## src/rtl/regfile_write_ctrl.sv

```systemverilog
`default_nettype none
// ============================================================================
// Module   : regfile_write_ctrl
// Purpose  : Write-port controller for the 8x8 register file. Arbitrates the
//            ALU and load writeback sources onto the single write port and
//            sequences a clear-all of every register on request.
// Options  : RR_ARB_EN - round-robin arbitration on simultaneous A/M
//            requests. When undefined, the load (M) source always wins.
// Revision : 1.0 - initial release
// ============================================================================
module regfile_write_ctrl #(
    parameter int DATA_W   = 8,
    parameter int ADDR_W   = 3,
    parameter int NUM_REGS = 8
) (
    input  logic                CLK,
    input  logic                RESET,
    input  logic                A_VALID,
    input  logic [ADDR_W-1:0]   A_ADDR,
    input  logic [DATA_W-1:0]   A_DATA,
    output logic                A_READY,
    input  logic                M_VALID,
    input  logic [ADDR_W-1:0]   M_ADDR,
    input  logic [DATA_W-1:0]   M_DATA,
    output logic                M_READY,
    input  logic                CLR_REQ,
    output logic                CLR_BUSY,
    output logic                RF_WRITE,
    output logic [ADDR_W-1:0]   RF_INADDRESS,
    output logic [DATA_W-1:0]   RF_IN,
    output logic [NUM_REGS-1:0] PEND
);

    typedef enum logic [0:0] {
        ST_ARB   = 1'b0,
        ST_CLEAR = 1'b1
    } state_t;

    // Counter value of the last register written by the clear sequence.
    localparam logic [ADDR_W-1:0] LAST_ADDR = ADDR_W'(NUM_REGS - 1);

    state_t              state_q;
    logic [ADDR_W-1:0]   cnt_q;
    logic [ADDR_W-1:0]   cnt_d;
    logic                rf_write_q;
    logic [ADDR_W-1:0]   rf_addr_q;
    logic [DATA_W-1:0]   rf_data_q;
    logic                clr_busy_q;

    logic                arb_open;
    logic                grant_a;
    logic                grant_m;

    // Grants are only possible in ARB with no clear pending; a clear request
    // takes the port from both sources.
    assign arb_open = (state_q == ST_ARB) && !CLR_REQ;

`ifdef RR_ARB_EN
    // 0 = prefer M on the next collision, 1 = prefer A.
    logic rr_q;

    // Round-robin grant: pointer only matters when both sources collide.
    always_comb begin
        grant_m = 1'b0;
        grant_a = 1'b0;
        if (arb_open) begin
            if (M_VALID && A_VALID) begin
                grant_m = ~rr_q;
                grant_a = rr_q;
            end else begin
                grant_m = M_VALID;
                grant_a = A_VALID;
            end
        end
    end

    // After any grant the pointer flips its preference to the other source.
    always_ff @(posedge CLK or negedge RESET) begin
        if (!RESET) begin
            rr_q <= 1'b0;
        end else if (grant_m) begin
            rr_q <= 1'b1;
        end else if (grant_a) begin
            rr_q <= 1'b0;
        end
    end
`else
    // Fixed priority: the load is older in program order, so M wins and A
    // retries the following cycle.
    assign grant_m = arb_open && M_VALID;
    assign grant_a = arb_open && A_VALID && !M_VALID;
`endif

    assign A_READY = grant_a;
    assign M_READY = grant_m;
    assign cnt_d   = cnt_q + ADDR_W'(1);

    // Controller FSM; every RF_* output is registered so the file sees a
    // stable write for the whole cycle before its capturing edge.
    always_ff @(posedge CLK or negedge RESET) begin
        if (!RESET) begin
            state_q    <= ST_ARB;
            cnt_q      <= '0;
            rf_write_q <= 1'b0;
            rf_addr_q  <= '0;
            rf_data_q  <= '0;
            clr_busy_q <= 1'b0;
        end else begin
            case (state_q)
                ST_ARB: begin
                    cnt_q <= '0;
                    if (CLR_REQ) begin
                        // First clear write (address 0) is issued right away
                        // so BUSY and the address walk line up cycle for cycle.
                        state_q    <= ST_CLEAR;
                        clr_busy_q <= 1'b1;
                        rf_write_q <= 1'b1;
                        rf_addr_q  <= '0;
                        rf_data_q  <= '0;
                    end else if (grant_m) begin
                        rf_write_q <= 1'b1;
                        rf_addr_q  <= M_ADDR;
                        rf_data_q  <= M_DATA;
                    end else if (grant_a) begin
                        rf_write_q <= 1'b1;
                        rf_addr_q  <= A_ADDR;
                        rf_data_q  <= A_DATA;
                    end else begin
                        rf_write_q <= 1'b0;
                    end
                end
                ST_CLEAR: begin
                    if (cnt_q == LAST_ADDR) begin
                        // Last register issued; hand the port back to ARB.
                        state_q    <= ST_ARB;
                        clr_busy_q <= 1'b0;
                        cnt_q      <= '0;
                        rf_write_q <= 1'b0;
                    end else begin
                        cnt_q      <= cnt_d;
                        rf_write_q <= 1'b1;
                        rf_addr_q  <= cnt_d;
                        rf_data_q  <= '0;
                    end
                end
                default: begin
                    state_q <= ST_ARB;
                end
            endcase
        end
    end

    assign RF_WRITE     = rf_write_q;
    assign RF_INADDRESS = rf_addr_q;
    assign RF_IN        = rf_data_q;
    assign CLR_BUSY     = clr_busy_q;

    // Hazard flag for decode: one-hot of the register being written.
    for (genvar k = 0; k < NUM_REGS; k++) begin : g_pend
        assign PEND[k] = rf_write_q && (rf_addr_q == ADDR_W'(k));
    end

endmodule
`default_nettype wire

```

## config.mk

```make
export PLATFORM = sky130hd
export DESIGN_NAME = regfile_write_ctrl
export DESIGN_NICKNAME = d
export VERILOG_FILES = /design/src/rtl/regfile_write_ctrl.sv
export SDC_FILE = /design/constraint.sdc
export NUM_CORES = 1
export LEC_CHECK = 0
export ABC_CLOCK_PERIOD_IN_PS = 3720
export BUFFER_PORTS_ARGS = -buffer_cell sky130_fd_sc_hd__buf_2
export CORE_UTILIZATION = 46
export DETAILED_ROUTE_END_ITERATION = 10
export HOLD_SLACK_MARGIN = 0.12
export PLACE_DENSITY_LB_ADDON = 0.08
export SLEW_MARGIN = 10
export SYNTH_ARGS = -nofsm -noshare
export SYNTH_HDL_FRONTEND = slang
export SYNTH_SLANG_ARGS = --single-unit
export TNS_END_PERCENT = 100
```

## constraint.sdc

```tcl
create_clock -name CLK -period 3.72 [get_ports CLK]
set_clock_uncertainty 0.2 [all_clocks]
set_input_delay 0.372 -clock CLK [delete_from_list [all_inputs] [get_ports CLK]]
set_output_delay 0.372 -clock CLK [all_outputs]
set_load 0.02 [all_outputs]
```

==> metrics.md, run 1 <==
| Metric | Value |
|---|---|
| Status | finished, final reports clean |
| Critical path required time | 3.15 ns |
| # diodes | 0 |
| #FFs+latches synth | 17 |
| # DRC | 0 |
| Int Pwr | 0.439 mW |
| Storage element area | 425 um2 |
| Core box area | 1780 um2 |
| Crit-path cells | nor2_1 > and2_1 > buf_2 |
| Seq pwr share | 0.378 |
| Final wirelength | 1810 um |
| Post-CTS Setup Bufs | 0 |
| Reg2Reg Depth | 5 |
| TNS Setup | 0 ns |
| RSZ-0062 raised after global routing | no |
| WP depth | 3 |
| Net Sw Frac | 0.448 |
| Hold Crit Class | primary input to flop |
| WL per Instance | 11.4 um |
| RePlAce Congestion | 0.701 |
| Multi-input gate area | 434 um2 |
| Leakage | 0.635 nW |
| Total grt overflow | 0 |
| Layout cells sized above 1 | 0.440 |
| Switching power | 0.356 mW |
| Post-Syn Area | 903 um2 |
| Max FO, Critical Path | 11 |
| Post-DP HPWL | 1430 um |
| Slowest CP cell | dfrtp_1 |
| Post-Synthesis Net Count | 114 |
| Hold_sp | A_DATA[1] |
| Row count | 15 |
| Hold EP | RF_IN[1] |
| Top delay family on crit path | simple AND/OR/NAND/NOR gates |
| # port buffers | 49 |
| Peak supply drop | 0.000482 V |
| Distinct cells, synth | 24 |
| Syn avg cell area | 10.8 um2 |
| P&R area growth vs syn | 31.3% |
| Max-cap violations | 0 |
| FF-to-FF Start | cnt_q[0] |
| Starting Density | 0.507 |
| CTS Buffer Depth | 2 |
| IO Pins | 50 |
| Fmax | 493 MHz |
| Final setup fails | 0 |
| Layout net count | 165 |
| Vias in the first global route | 666 |
| First-pass GRT wire length | 2740 um |
| Largest net degree at the start of global routing | 18 |
| Post-layout min period | 2.03 ns |
| FILL cells | 153 |
| Die W | 46.3 um |
| Crit start category | flop |
| H-tree lvl count | 1 |
| Most frequent cells in the layout | 49 x buf_2, 17 x dfrtp_1, 9 x nor2_1 |
| Final cycle utilization of the critical path | 0.546 |
| PD cells | 671 nW/um2 |
| Die Ht | 46.3 um |
| Initial antenna violation count | 0 |
| Worst reg2reg setup slack | 2.00 ns |
| Tightest Pin Transition | 0.541 ns |
| Synth warn | 0 |
| Final Hold Vio Count | 0 |
| Router iterations before antenna repair | 4 |
| Critical R2R Capture | RF_IN[2] |
| CP max stage delay | 0.50 ns |
| Sequential area share after synthesis | 0.471 |
| Routed Antenna Nets | 0 |
| CTS sink cnt | 17 |
| Kind of critical path | flop to output port |
| Post-CTS Resized | 0 |
| CTS tree | yes |
| Hold Crit Depth | 3 |
| First DRT Iteration DRCs | 24 |
| Post-Syn Instances | 84 |
| CP Buf/Inv Count | 1 |
| Max-slew headroom | 0.637 |
| Final slew viol count | 0 |
| Clock share of power | 0.121 |
| Clk_lat worst skew | 0.28 ns |
| Commonest non-fill, non-tap cell in the layout | buf_2 |
| Vias | 805 |
| CTS clk-pin slew, worst paths | 0.09 ns |
| Die area | 2150 um2 |
| Pwr Total | 0.795 mW |
| Crit path DAT | 1.46 ns |
| CTS Buf Count | 3 |
| CTS Root Cell | clkbuf_4 |
| Endpoint class of the critical path | output port |
| Combinational Power Share | 0.502 |
| Gr usage total | 0.180 |
| Via density | 5.06 |
==> through the flow <==
stage / worst slack (ns) / instances / instance area, um2 / util / hold WS (ns)
5_1_grt: 1.57 / 159 / 1190 / 0.665 / 0.172
6_report: 1.69 / 159 / 1190 / 0.665 / 0.159
4_1_cts: 1.70 / 159 / 1190 / 0.665 / 0.158
3_3_place_gp: 1.98 / 154 / 1150 / 0.645 / 0.111
3_5_place_dp: 1.96 / 154 / 1150 / 0.645 / 0.112
2_1_floorplan: 1.63 / 84 / 903 / - / -0.124
==> routing by layer <==
metal / global-route usage / up-vias / wire length [um]
met5: 0 / - / 0
met4: 0.0706 / 0 / 0
met3: 0.0314 / 0 / 108
met2: 0.303 / 29 / 916
met1: 0.225 / 372 / 787
li1: - / 404 / -
==> tightest hold or removal path, delay by kind of cell <==
family                 cells  cell delay (ns)
AOI/OAI and AO/OA          1             0.11
buffers and inverters      1             0.08
muxes                      1             0.05
==> cell type report <==
class | instances | area share
inverters | 3 | 0.0116
clock buffers | 4 | 0.0222
flip-flops and latches | 17 | 0.359
repair buffers | 50 | 0.215
multi-input cells | 60 | 0.366
well taps | 25 | 0.0264
==> power by group through the flow <==
| stage | Clock, mW | Sequential, mW | Combinational, mW |
|---|---|---|---|
| global route | 0.104 | 0.310 | 0.444 |
| finish | 0.0960 | 0.300 | 0.399 |
| global placement | 0 | 0.301 | 0.393 |
| detailed placement | 0 | 0.304 | 0.401 |
| CTS | 0.0987 | 0.300 | 0.403 |
| floorplan | 0 | 0.330 | 0.249 |
==> cell families after synthesis <==
| family | Yosys count | synth area share |
|---|---|---|
| buffers and inverters | 7 | 0.0485 |
| and+or+nand+nor | 26 | 0.161 |
| adders and majority gates | 3 | 0.0416 |
| AOI/OAI and AO/OA | 20 | 0.152 |
| muxes | 11 | 0.126 |
| DFF | 17 | 0.471 |
==> synthesized netlist by cell type <==
master	number	area [um2]
o21ai_1	1	5.00
inv_1	2	7.51
clkbuf_1	2	7.51
mux2_2	3	33.8
a21oi_1	5	25.0
o22ai_1	1	6.26
ha_1	3	37.5
a21oi_2	1	8.76
buf_6	2	22.5
o2bb2ai_1	8	70.1
o21ai_0	2	10.0
nor3b_1	1	7.51
nand2_1	6	22.5
nor4b_1	1	8.76
and2_1	2	12.5
dfrtp_1	17	425
inv_4	1	6.26
nand2b_1	3	18.8
or4_4	1	11.3
a31oi_1	2	12.5
nor3_1	2	10.0
nor2_1	9	33.8
nand2_8	1	20.0
mux2i_1	8	80.1
==> worst max-delay path by stage <==
stage	from	to
floorplan	M_VALID	A_READY
global placement	M_VALID	RF_INADDRESS[2]
detailed placement	M_VALID	RF_IN[2]
CTS	state_q	M_READY
global route	state_q	M_READY
finish	state_q	M_READY
==> state kept, by name (all words and copies together), names as in the netlist <==
signal	count
cnt_q	3
RF_WRITE	1
state_q	1
RF_IN	8
CLR_BUSY	1
RF_INADDRESS	3
==> timing repair <==
action / in CTS / in global routing
hold buffers: 1 / 0
endpoints found under the setup margin: 0 / 0
endpoints found under the hold margin: 17 / 0
No activity file was read; power rests on OpenSTA's default activity.
==> inputs of run 2 (changes only) <==
ABC_CLOCK_PERIOD_IN_PS = 1700   (was 3720)
CORE_UTILIZATION = 39   (was 46)
clock period = 1.7 ns   (was 3.72 ns; I/O delays follow)
==> metrics.md, run 2 (synthesized netlist as in run 1, its figures left out) <==
| Metric | Value |
|---|---|
| Status | finished, final reports clean |
| Max reg flops | 8 (unchanged) |
| WP depth | 4 (+1) |
| Hold Crit Class | primary input to async pin |
| Core box area | 2190 um2 (+23%) |
| Post-layout min period | 1.70 ns |
| Layout net count | 189 (+15%) |
| DP Worst Slack | 0.0736 ns (-1.88 ns) |
| Final Hold Vio Count | 0 (unchanged) |
| Row count | 17 (+2) |
| TNS Setup | 0 ns (unchanged) |
| Final Instance Count excl. Fillers | 186 (+17%) |
| PD cells | 1300 nW/um2 (+93%) |
| Endpoint class of the critical path | output port |
| IO Pins | 50 (unchanged) |
| Die area | 2510 um2 (+17%) |
| Final cycle utilization of the critical path | 0.997 |
| Max-slew headroom | 0.612 (-0.0248) |
| Layout cells sized above 1 | 0.449 (+0.00907) |
| Worst reg2reg setup slack | 0.11 ns (-1.89 ns) |
| WL per Instance | 11.9 um (+4.7%) |
| Crit path from | CLR_REQ |
| CTS Buffer Depth | 2 (unchanged) |
| Max FO, Critical Path | 4 (-7) |
| CP max stage delay | 0.53 ns (+0.03 ns) |
| # port buffers | 49 (unchanged) |
| Fmax | 590 MHz |
| Pwr Total | 1.88 mW (+140%) |
| Post-DP HPWL | 1560 um (+9.1%) |
| Clk_lat worst skew | 0.28 ns (about the same) |
| CTS Buf Count | 3 (unchanged) |
| CP Buf/Inv Count | 3 (+2) |
| Critical R2R Capture | RF_IN[2] |
| H-tree lvl count | 1 (unchanged) |
| Top delay family on crit path | buffers and inverters |
| CTS Root Cell | clkbuf_4 |
| Peak supply drop | 0.000862 V (+79%) |
| Gr usage total | 0.202 (+0.0224) |
| Slowest CP cell | dlygate4sd3_1 |
| First-pass GRT wire length | 3750 um (+37%) |
| Vias in the first global route | 836 (+26%) |
| Max-cap violations | 0 (unchanged) |
| Largest net degree at the start of global routing | 18 (unchanged) |
| Kind of critical path | primary input to output port |
| Routed Antenna Nets | 0 (unchanged) |
| Crit-path cells | dlygate4sd3_1 > buf_2 > nor4b_2 > buf_2 |
| Inst Count DP | 161 (+4.5%) |
| Commonest non-fill, non-tap cell in the layout | buf_2 |
| Final setup fails | 0 (unchanged) |
| Total grt overflow | 0 (unchanged) |
| Crit start category | primary input |
| Vias | 903 (+12%) |
| Crit-path most repeated cell | buf_2 |
| Crit path DAT | 1.33 ns (-0.13 ns) |
| Min Hold Slack | 0.129 ns (-0.0307 ns) |
| Critical path required time | 1.33 ns (-1.82 ns) |
| Post-CTS Setup Bufs | 0 (unchanged) |
| RSZ-0062 raised after global routing | yes |
| # diodes | 0 (unchanged) |
| Router iterations before antenna repair | 3 (-1) |
| Starting Density | 0.412 (-0.0943) |
| CTS clk-pin slew, worst paths | 0.09 ns (about the same) |
| RePlAce Congestion | 0.763 (+8.8%) |
| First DRT Iteration DRCs | 11 (-54%) |
| CTS sink cnt | 17 (unchanged) |
| FF-to-FF Start | cnt_q[0] |
| P&R area growth vs syn | 60.8% |
| Tightest Pin Transition | 0.578 ns (+0.0369 ns) |
| Initial antenna violation count | 0 (unchanged) |
| # DRC | 0 (unchanged) |
| Reg2Reg Depth | 5 (unchanged) |
| Die W | 50.1 um (+8.2%) |
| Leakage | 0.741 nW (+17%) |
| Die Ht | 50.1 um (+8.2%) |
| Setup slack after layout | 0.00448 ns (-1.69 ns) |
| Final slew viol count | 0 (unchanged) |
| Final wirelength | 2220 um (+23%) |
| CTS tree | yes |
| Most frequent cells in the layout | 49 x buf_2, 21 x dlygate4sd3_1, 16 x dfrtp_1 |
| Via density | 4.85 (-4.1%) |
## run 2: changes by cell type in the layout (fill, tap and decap cells not counted), sizes merged
cell	previous run	this run
dlygate4sd3	1	21
buf	49	53
## run 2: layout make-up
class	count	area, um2
Tap cell	28	35.0
Sequential cell	17	427
Timing Repair Buffer	74	489
Multi-Input combinational cell	60	462
Fill cell	182	738
Inverter	3	13.8
Clock buffer	4	26.3
## run 2: repair_timing
item | CTS | global route
cloned | 0 | 0
hold buffers | 21 | 0
pin swaps | 1 | 2
hold endpoints to repair | 29 | 0
gates resized for setup | 1 | 8
setup endpoints to repair | 1 | 13
## run 2: per-layer routing
layer	part of all wire	wire, um	track usage
met1	0.46	1020	0.255
met2	0.48	1070	0.336
met3	0.049	108	0.0545
met4	0.0072	16	0.0571
met5	0	0	0
## run 2: worst max-delay path by stage
stage                            to  slack [ns]
floorplan                   A_READY       0.002
global placement    RF_INADDRESS[2]        0.11
detailed placement         RF_IN[2]        0.07
CTS                         M_READY       0.003
global route                A_READY       -0.01
finish                      A_READY       0.004
## run 2: worst reg2reg max path: stages, from the launching register on
cell and delay, ns:
dfrtp_1 0.41, ha_1 0.23, ha_1 0.21, nand2_2 0.17
nand2_8 0.10, o2bb2ai_1 0.13
## run 2: metrics by stage
step | area [um2] | util
after CTS | 1430 | 0.651
final | 1450 | 0.663
after detailed placement | 1180 | 0.540
after floorplan | 903 | -
after global routing | 1450 | 0.663
after global placement | 1180 | 0.540
## run 2: where the power goes
| part | internal, mW | total (mW) | leakage [nW] | switching (mW) |
|---|---|---|---|---|
| sequential | 0.537 | 0.653 | 0.211 | 0.116 |
| combinational | 0.426 | 1.02 | 0.515 | 0.594 |
| clock | 0.0912 | 0.209 | 0.0150 | 0.117 |
| total | 1.05 | 1.88 | 0.741 | 0.828 |
==> inputs of run 3 (changes only) <==
MAX_ROUTING_LAYER = met4   (was unset)
==> metrics.md, run 3 (synthesized netlist as in run 1, its figures left out) <==
| Metric | Value |
|---|---|
| First-pass GRT wire length | 3750 um (unchanged) |
| Max-cap violations | 0 (unchanged) |
| Max-slew headroom | 0.628 (+0.0154) |
| Util after Layout | 0.663 (unchanged) |
| Clock share of power | 0.111 (about the same) |
| CTS tree | yes |
| # DRC | 0 (unchanged) |
| Total grt overflow | 0 (unchanged) |
| CTS clk-pin slew, worst paths | 0.09 ns (about the same) |
| Vias | 898 (-0.55%) |
| CTS Root Cell | clkbuf_4 |
| # diodes | 0 (unchanged) |
| Final instance area | 1450 um2 (unchanged) |
| Endpoint class of the critical path | output port |
| CTS sink cnt | 17 (unchanged) |
| Peak supply drop | 0.000861 V (-0.17%) |
| Via density | 4.83 (-0.55%) |
| Status | finished, final reports clean |
| Kind of critical path | primary input to output port |
| Final Hold Vio Count | 0 (unchanged) |
| Post-layout min period | 1.70 ns (+0.00145 ns) |
| Fmax | 589 MHz (about the same) |
| Final setup fails | 0 (unchanged) |
| # port buffers | 49 (unchanged) |
| Crit path DAT | 1.33 ns (about the same) |
| Commonest non-fill, non-tap cell in the layout | buf_2 |
| Min Hold Slack | 0.130 ns (+0.00139 ns) |
| Layout cells sized above 1 | 0.449 (unchanged) |
| CTS Buf Count | 3 (unchanged) |
| Post-DP HPWL | 1560 um (unchanged) |
| Final slew viol count | 0 (unchanged) |
| Largest net degree at the start of global routing | 18 (unchanged) |
| Seq pwr share | 0.348 (about the same) |
| Switching power | 0.827 mW (about the same) |
| Placed Area | 1180 um2 (unchanged) |
| Most frequent cells in the layout | 49 x buf_2, 21 x dlygate4sd3_1, 16 x dfrtp_1 |
| Hold Crit Class | primary input to async pin |
| PD cells | 1290 nW/um2 (about the same) |
| Critical path required time | 1.33 ns (about the same) |
| Int Pwr | 1.05 mW (about the same) |
| WL per Instance | 11.9 um (-0.32%) |
| Core box area | 2190 um2 (unchanged) |
| Starting Density | 0.412 (unchanged) |
| Initial antenna violation count | 0 (unchanged) |
| Row count | 17 (unchanged) |
| RePlAce Congestion | 0.773 (+1.3%) |
| Final wirelength | 2210 um (-0.32%) |
| Net Sw Frac | 0.440 (about the same) |
| Max FO, Critical Path | 4 (unchanged) |
| Router iterations before antenna repair | 4 (+1) |
| TNS Setup | 0 ns (unchanged) |
| Combinational Power Share | 0.541 (about the same) |
| First DRT Iteration DRCs | 10 (-1) |
| H-tree lvl count | 1 (unchanged) |
| Die W | 50.1 um (unchanged) |
| Final cycle utilization of the critical path | 0.998 (about the same) |
| Clk_lat worst skew | 0.28 ns (about the same) |
| Vias in the first global route | 836 (unchanged) |
| Die Ht | 50.1 um (unchanged) |
| Max reg flops | 8 (unchanged) |
| Die area | 2510 um2 (unchanged) |
| IO Pins | 50 (unchanged) |
| CTS Buffer Depth | 2 (unchanged) |
| Crit start category | primary input |
| Routed Antenna Nets | 0 (unchanged) |
| RSZ-0062 raised after global routing | yes |
| Layout net count | 189 (unchanged) |
| P&R area growth vs syn | 60.8% (unchanged) |
| Gr usage total | 0.208 (+0.00564) |
| Tightest Pin Transition | 0.555 ns (-0.0229 ns) |
| Post-CTS Setup Bufs | 0 (unchanged) |
| Leakage | 0.741 nW (unchanged) |
[run 3: final cells by class]
| class | instances | area (um2) |
|---|---|---|
| timing repair buffer | 74 | 489 |
| tap | 28 | 35.0 |
| fill | 182 | 738 |
| clock buffer | 4 | 26.3 |
| inverter | 3 | 13.8 |
| multi-input combinational | 60 | 462 |
| sequential | 17 | 427 |
[run 3: what timing repair did]
| item | 4_1_cts | 5_1_grt |
|---|---|---|
| pin swaps | 1 | 2 |
| resized for setup | 1 | 8 |
| hold buffers | 21 | 0 |
| setup endpoints to repair | 1 | 13 |
| hold endpoints to repair | 29 | 0 |
[run 3: path summary, 6_finish.rpt]
path | start | endpoint | slack (ns) | depth (start not counted)
max | CLR_REQ | A_READY | 0.003 | 4
min | RESET | cnt_q[2] | 0.13 | 2
max reg2reg | cnt_q[0] | RF_INADDRESS[1] | 0.11 | 5
min reg2reg | cnt_q[0] | cnt_q[0] | 0.28 | 1
max in group asynchronous | RESET | RF_INADDRESS[1] | 0.87 | 2
min in group CLK | A_ADDR[0] | RF_INADDRESS[0] | 0.14 | 4
[run 3: power groups by stage]
stage | combinational [mW] | clock [mW] | sequential, mW
global route | 1.12 | 0.242 | 0.679
CTS | 0.985 | 0.220 | 0.644
detailed placement | 0.935 | 0 | 0.653
global placement | 0.923 | 0 | 0.642
floorplan | 0.545 | 0 | 0.722
finish | 1.02 | 0.208 | 0.655
[run 3: metal layers]
layer	vias to the layer above	GRT usage	share of wire
li1	450	-	-
met1	419	0.255	0.47
met2	27	0.336	0.48
met3	2	0.0545	0.049
met4	0	0.0571	0.0072
met5	-	-	0
[run 3: per-stage QoR]
| stage | std cells | power, mW | setup slack, ns |
|---|---|---|---|
| finish | 186 | 1.88 | 0.00303 |
| CTS | 186 | 1.85 | 0.00317 |
| detailed placement | 161 | 1.59 | 0.0736 |
| global route | 186 | 2.04 | -0.0132 |
| floorplan | 84 | 1.27 | 0.00191 |
| global placement | 161 | 1.56 | 0.110 |
[run 3: worst max-delay path, stage by stage]
cell	delay, ns
dlygate4sd3_1	0.53
buf_2	0.15
nor4b_2	0.27
buf_2	0.20
